File: src/rtl/c_result_streamer.sv
// Strassen 2x2 result unloader: captures c11..c22 in parallel and streams them out
// over valid/ready, with a one-deep pending slot. Optional drop counter: STREAM_OVF_CNT_EN.
module c_result_streamer #(
  parameter int WIDTH = 32
) (
  input  logic             clk,
  input  logic             rst_n,
  input  logic [WIDTH-1:0] c11,
  input  logic [WIDTH-1:0] c12,
  input  logic [WIDTH-1:0] c21,
  input  logic [WIDTH-1:0] c22,
  input  logic             capture,
  output logic             cap_ready,
  output logic [WIDTH-1:0] out_data,
  output logic             out_valid,
  input  logic             out_ready,
  output logic [1:0]       out_idx,
  output logic             out_last,
  output logic             busy
`ifdef STREAM_OVF_CNT_EN
  ,
  input  logic             ovf_clr,
  output logic [7:0]       ovf_cnt
`endif
);

  typedef enum logic {
    ST_IDLE   = 1'b0,
    ST_STREAM = 1'b1
  } state_t;

  state_t           r_state;
  state_t           w_state_nxt;
  logic [WIDTH-1:0] r_active [4];
  logic [WIDTH-1:0] r_pend   [4];
  logic             r_pend_full;
  logic [1:0]       r_idx;
  logic [1:0]       w_idx_nxt;

  logic w_cap_acc;
  logic w_hs;
  logic w_load_act_in;
  logic w_load_act_pend;
  logic w_load_pend;

  assign cap_ready = !r_pend_full;
  assign w_cap_acc = capture && !r_pend_full;
  assign out_valid = (r_state == ST_STREAM);
  assign w_hs      = out_valid && out_ready;

  assign out_data  = out_valid ? r_active[r_idx] : '0;
  assign out_idx   = r_idx;
  assign out_last  = out_valid && (r_idx == 2'd3);
  assign busy      = out_valid || r_pend_full;

  // NOTE: every signal gets a default before the case so no path leaves one unassigned
  // (which would infer a latch).
  always_comb begin
    w_state_nxt     = r_state;
    w_idx_nxt       = r_idx;
    w_load_act_in   = 1'b0;
    w_load_act_pend = 1'b0;
    w_load_pend     = 1'b0;
    unique case (r_state)
      ST_IDLE: begin
        if (w_cap_acc) begin
          w_load_act_in = 1'b1;
          w_idx_nxt     = 2'd0;
          w_state_nxt   = ST_STREAM;
        end
      end
      ST_STREAM: begin
        if (w_hs && (r_idx != 2'd3)) begin
          w_idx_nxt = r_idx + 2'd1;
        end else if (w_hs) begin
          w_idx_nxt = 2'd0;
          if (r_pend_full) begin
            w_load_act_pend = 1'b1;
          end else if (w_cap_acc) begin
            w_load_act_in = 1'b1;
          end else begin
            w_state_nxt = ST_IDLE;
          end
        end
        // A capture that does not refill active on the final handshake parks in pending.
        w_load_pend = w_cap_acc && !(w_hs && (r_idx == 2'd3));
      end
      default: w_state_nxt = ST_IDLE;
    endcase
  end

  // NOTE: sequential state uses non-blocking assignments so every register samples
  // pre-edge values regardless of statement order.
  always_ff @(posedge clk) begin
    if (!rst_n) begin
      r_state     <= ST_IDLE;
      r_idx       <= 2'd0;
      r_pend_full <= 1'b0;
    end else begin
      r_state <= w_state_nxt;
      r_idx   <= w_idx_nxt;
      if (w_load_act_pend) begin
        r_pend_full <= 1'b0;
      end else if (w_load_pend) begin
        r_pend_full <= 1'b1;
      end
    end
  end

  // NOTE: the word storage is deliberately not reset; it is only observable while
  // r_state/r_pend_full mark it valid, and both of those are reset.
  always_ff @(posedge clk) begin
    if (w_load_act_in) begin
      r_active[0] <= c11;
      r_active[1] <= c12;
      r_active[2] <= c21;
      r_active[3] <= c22;
    end else if (w_load_act_pend) begin
      r_active <= r_pend;
    end
    if (w_load_pend) begin
      r_pend[0] <= c11;
      r_pend[1] <= c12;
      r_pend[2] <= c21;
      r_pend[3] <= c22;
    end
  end

`ifdef STREAM_OVF_CNT_EN
  logic [7:0] r_ovf_cnt;

  always_ff @(posedge clk) begin
    if (!rst_n) begin
      r_ovf_cnt <= 8'd0;
    end else if (ovf_clr) begin
      r_ovf_cnt <= 8'd0;
    end else if (capture && r_pend_full && (r_ovf_cnt != 8'hFF)) begin
      r_ovf_cnt <= r_ovf_cnt + 8'd1;
    end
  end

  assign ovf_cnt = r_ovf_cnt;
`endif

endmodule

File: config.mk
export PLATFORM = sky130hd
export DESIGN_NAME = c_result_streamer
export DESIGN_NICKNAME = d
export VERILOG_FILES = /design/src/rtl/c_result_streamer.sv
export SDC_FILE = /design/constraint.sdc
export NUM_CORES = 1
export LEC_CHECK = 0
export ABC_AREA = 1
export CAP_MARGIN = 10
export CORE_MARGIN = 4
export CORE_UTILIZATION = 50
export DETAILED_ROUTE_END_ITERATION = 16
export PLACE_DENSITY = 0.74
export SYNTH_ARGS = -nofsm -noshare
export SYNTH_HDL_FRONTEND = slang
export SYNTH_SLANG_ARGS = --single-unit
File: constraint.sdc
create_clock -name clk -period 14.01 [get_ports clk]
set_input_delay 4.203 -clock clk [delete_from_list [all_inputs] [get_ports clk]]
set_output_delay 4.203 -clock clk [all_outputs]
set_load 0.01 [all_outputs]
---- After elaboration in Yosys (flattened, before gate mapping) ----
Index checks and enable logic that the tools add are counted.
Widths: inputs -> output; s select.
word-level totals
  output and inout port bits .............. 38
  register bits ........................... 260
operators by class
  magnitude comparators ................... 1
  equal/unequal tests ..................... 4
  reduce and logical (&&, ||, !) cells .... 12
  bitwise operators ....................... 3
  muxes and demuxes ....................... 24
  $add $sub $neg .......................... 1
operators with widths
  operator             count
  $mux 128             2
  $mux 32              3
  $bmux 32 s2          1
  $mux 1               12
  $logic_and 1x1->1    6
  $mux 2               3
  $ne 2x2->1 const B   2
  $pmux 1 s2           2
  $pmux 2 s2           1
  $ge 3x3->1 const B   1
  $ne 3x1->1 const B   1
  $not 2->3            1
  $add 2x1->2 const B  1
  $eq 2x2->1 const B   1
  $logic_not 1->1      2
  $not 1->1            2
  $reduce_and 2->1     1
  $reduce_bool 2->1    1
  $reduce_or 2->1      1
  $logic_or 1x1->1     1

---- Logic depth before layout (Yosys ltp) ----
  depth after elaboration ................. 8
  mapped depth ............................ 8
  gate-level depth less buffers ........... 6

---- Least setup slack after synthesis ----
Ideal clock, no wire load.
  path type ............................... input to register
  from .................................... in capture
  to ...................................... reg r_active[0] (netlist bit), enable pin
  required time ........................... 13.518 ns
  setup time .............................. 0.492 ns
  arrival ................................. 7.325 ns
  stages on the path ...................... 5
  path buffers ............................ 1
  slack ................................... 6.193 ns
  path through ............................ inv_1 nor2_2 nand2_1 buf_2 nand2_1
on the way
  cells in the longest elaborated chain, start to end .. 7
RTL lines
  item                           RTL line  RTL
  from (decl)                    12        input logic capture,
  $logic_and 1x1->1 *            47        assign w_cap_acc = capture && !r_pend_full;
  $mux 1 *                       66, 79
  $mux 1                         77        if (r_pend_full) begin
  $mux 1                         75        end else if (w_hs) begin
  $mux 1                         73        if (w_hs && (r_idx != 2'd3)) begin
  $pmux 1 s2 *                   64        unique case (r_state)
  $reduce_bool 2->1 (no line) *  n/a
  to (signal assigned)           119       r_active <= r_pend;
  to (decl)                      34        logic [WIDTH-1:0] r_active [4];
Mark *: on every way between the ends. The rest lies on a longest branch, timed or not.
A chain may end at the register's enable or synchronous reset.

---- Worst setup path in the final report ----
  from .................................... in capture
  to ...................................... reg r_active[122] (netlist bit), enable pin
Same word-level chain as after synthesis.

==> run metrics <==
status finished clean; switching part of the total 0.230; Tcrit/Tclk final 0.569; Die W between 150 and 200 um; Detailed Route WL about 26000 um; Sequential Power Share 0.508; pin slew with the least headroom to its limit about 1.2 ns; CP delay by family, top buffers and inverters; Hold-fix buffers, CTS 0; number of global-route vias before repair about 7900; critical path class in -> reg; total vias in the final route around 7900; ordered cell list for the critical path clkdlybuf4s50_1, inv_1, nor2_4, buf_4, buf_4, nand2_4, nand2_4, buf_4; CP required between 10 and 15 ns; final core occ 0.631; die height between 150 and 200 um; Tmin final approximately 8 ns; Area growth syn-to-layout 23.5%; RSZ-0062 raised after global routing false; DRT Pass-1 Iters 5; post-DP HPWL between 15000 and 20000 um; max-slew violations 0; initial antenna violation count 3; syn nets between 1000 and 1500; Multi-input gate area 2800 sq um; Post-Syn Area 11200 sq um; Net count, final roughly 1300; CTS tree built; Min-Delay Path Class reg -> reg; gr usage total 0.209; largest net degree at the start of global routing around 100; Port Buf Inserts between 150 and 200; Cell Count, Final, Fillers Out approximately 1500; P_sw between 400 and 500 uW; worst-path fanout max 86; setup TNS 0 ns; Mapped Cells 1065; R2R depth 6; Clock Path Buffers 3; Int Pwr around 1.4 mW; CP arrival between 8 and 9 ns; Via-to-Cell Ratio between 5 and 6; Starting Density 0.511; placed cell count ~1500; CP Buf/Inv Count 5; drt wl/cell ~17 um; Final Hold Fails 0; FF+latch count, synth between 200 and 300; most frequent CP cell buf_4; CP peak stage delay 0.80 ns; core area approximately 22000 sq um; Stages on worst setup path 8; Setup Skew around 0.0064 ns; Residual DRC 0; P_leak around 5.7 nW; PwrDens 133 nW/um^2; Resized cells post-CTS 0; CP max-delay cell buf_4; Comb power frac 0.121; GP Congestion a little under 0.8; CTS Root Buffer Type clkbuf_16; number of fill cells in the layout between 1500 and 2000; global route overflow 0; startpoint types input pin; Syn Area/Cell 10.5 sq um; # Max-Cap Violations 0; Seq/Total Area, Yosys 0.695; Warnings, synthesis 0; Register Area approximately 7800 sq um; fmax 125 MHz; total CTS buffers 27; Critical Path Sink Type register; Worst Hold Depth 2; Final ANT Viol Nets 0; clock share of power 0.371; row count 54; setup violators final 0; # IOs 170; layout cells sized above 1 0.0409; clk slew on worst S/H paths approximately 0.060 ns; Die Footprint approximately 25000 sq um; Initial DRC Count 707; H-tree depth 1; first-pass GRT wire length roughly 40000 um; Max transition margin 0.219; post-CTS setup buffer count 0; Clk Latency, worst-skew pair 0.52 ns; VDD IR max around 110 uV; synth unique cells 17; TritonCTS Sinks 260
-- area by class of cell --
class,instances,share of cell area
sequential,260,0.563
inverter,73,0.0200
tap,280,0.0254
timing repair buffer,178,0.129
clock inverter,11,0.00897
clock buffer,36,0.0514
multi-input combinational,665,0.203
antenna,2,0.000362
-- path summary, 6_finish.rpt --
path         slack [ns]       endpoint   startpoint
max                6.04  r_active[122]      capture
min                0.51   r_active[59]   r_pend[59]
max reg2reg        9.86  r_active[122]  r_pend_full
min reg2reg        0.51   r_active[59]   r_pend[59]
-- routing by layer --
| metal | share of wire | vias to the layer above | global-route usage | routed length, um |
|---|---|---|---|---|
| li1 | - | 3835 | - | - |
| met1 | 0.38 | 3715 | 0.264 | 9960 |
| met2 | 0.50 | 314 | 0.357 | 13000 |
| met3 | 0.078 | 58 | 0.0355 | 2050 |
| met4 | 0.042 | 2 | 0.0868 | 1100 |
| met5 | 0.00050 | - | 0 | 13 |
-- power by group through the flow --
stage	clock network (mW)	registers (mW)	logic, mW
final	0.682	0.935	0.222
after floorplan	0	0.952	0.127
after global routing	0.726	0.939	0.248
after detailed placement	0	0.951	0.222
after CTS	0.696	0.935	0.224
after global placement	0	0.949	0.218
-- synth_stat cells --
master / count / area share
nand3_1: 163 / 0.073
clkbuf_1: 9 / 0.0030
nand2_1: 456 / 0.15
nand2_2: 1 / 0.00056
buf_1: 1 / 0.00034
ha_1: 2 / 0.0022
buf_4: 16 / 0.011
o21ai_0: 1 / 0.00045
buf_6: 1 / 0.0010
dfxtp_1: 4 / 0.0072
nand4_1: 1 / 0.00056
a21oi_1: 37 / 0.017
inv_1: 73 / 0.025
edfxtp_1: 256 / 0.69
nor2_1: 3 / 0.0010
nor2_2: 1 / 0.00056
buf_2: 40 / 0.018
-- logic make-up (layout without fill, tap and decap cells) --
logic type / count (synthesis) / in the layout / synth area share
AND/OR/NAND/NOR: 625 / 625 / 0.229
flip-flops: 260 / 260 / 0.695
buffers and inverters: 140 / 298 / 0.0575
AO/OA/AOI/OAI: 38 / 38 / 0.0170
adder cells (fa/ha/maj): 2 / 2 / 0.00224
other: 0 / 2 / 0
-- registers in the layout, indices dropped and copies added, names as in the netlist --
register	count
out_idx	2
r_active	128
r_pend_full	1
out_valid	1
r_pend	128
-- metrics by stage --
stage,cell area (sq um),hold WS (ns),setup WS (ns),total power [mW]
global route,13800,0.525,5.72,1.91
global placement,12900,0.492,5.58,1.17
floorplan,11200,0.487,6.19,1.08
CTS,13800,0.510,6.01,1.86
finish,13800,0.506,6.04,1.84
detailed placement,12900,0.496,5.48,1.17
-- worst register-to-register path, stage by stage (launching register included) --
cell and delay [ns]:
dfxtp_1 0.38, nor2_4 0.12, buf_4 0.43, buf_4 0.83
nand2_4 0.40, nand2_4 0.70, buf_4 0.87
-- layout by cell type, fill, tap and decap left out, types with 3 or more instances in the layout --
master / count
clkinv_1: 5
clkbuf_16: 27
clkdlybuf4s50_1: 169
bufinv_16: 3
edfxtp_1: 256
nand3_1: 163
a21oi_1: 37
inv_1: 71
buf_4: 8
nor2_1: 3
nand2_4: 3
clkbuf_1: 9
clkinv_2: 3
nand2_1: 454
Power figures use the tool's default switching activity.
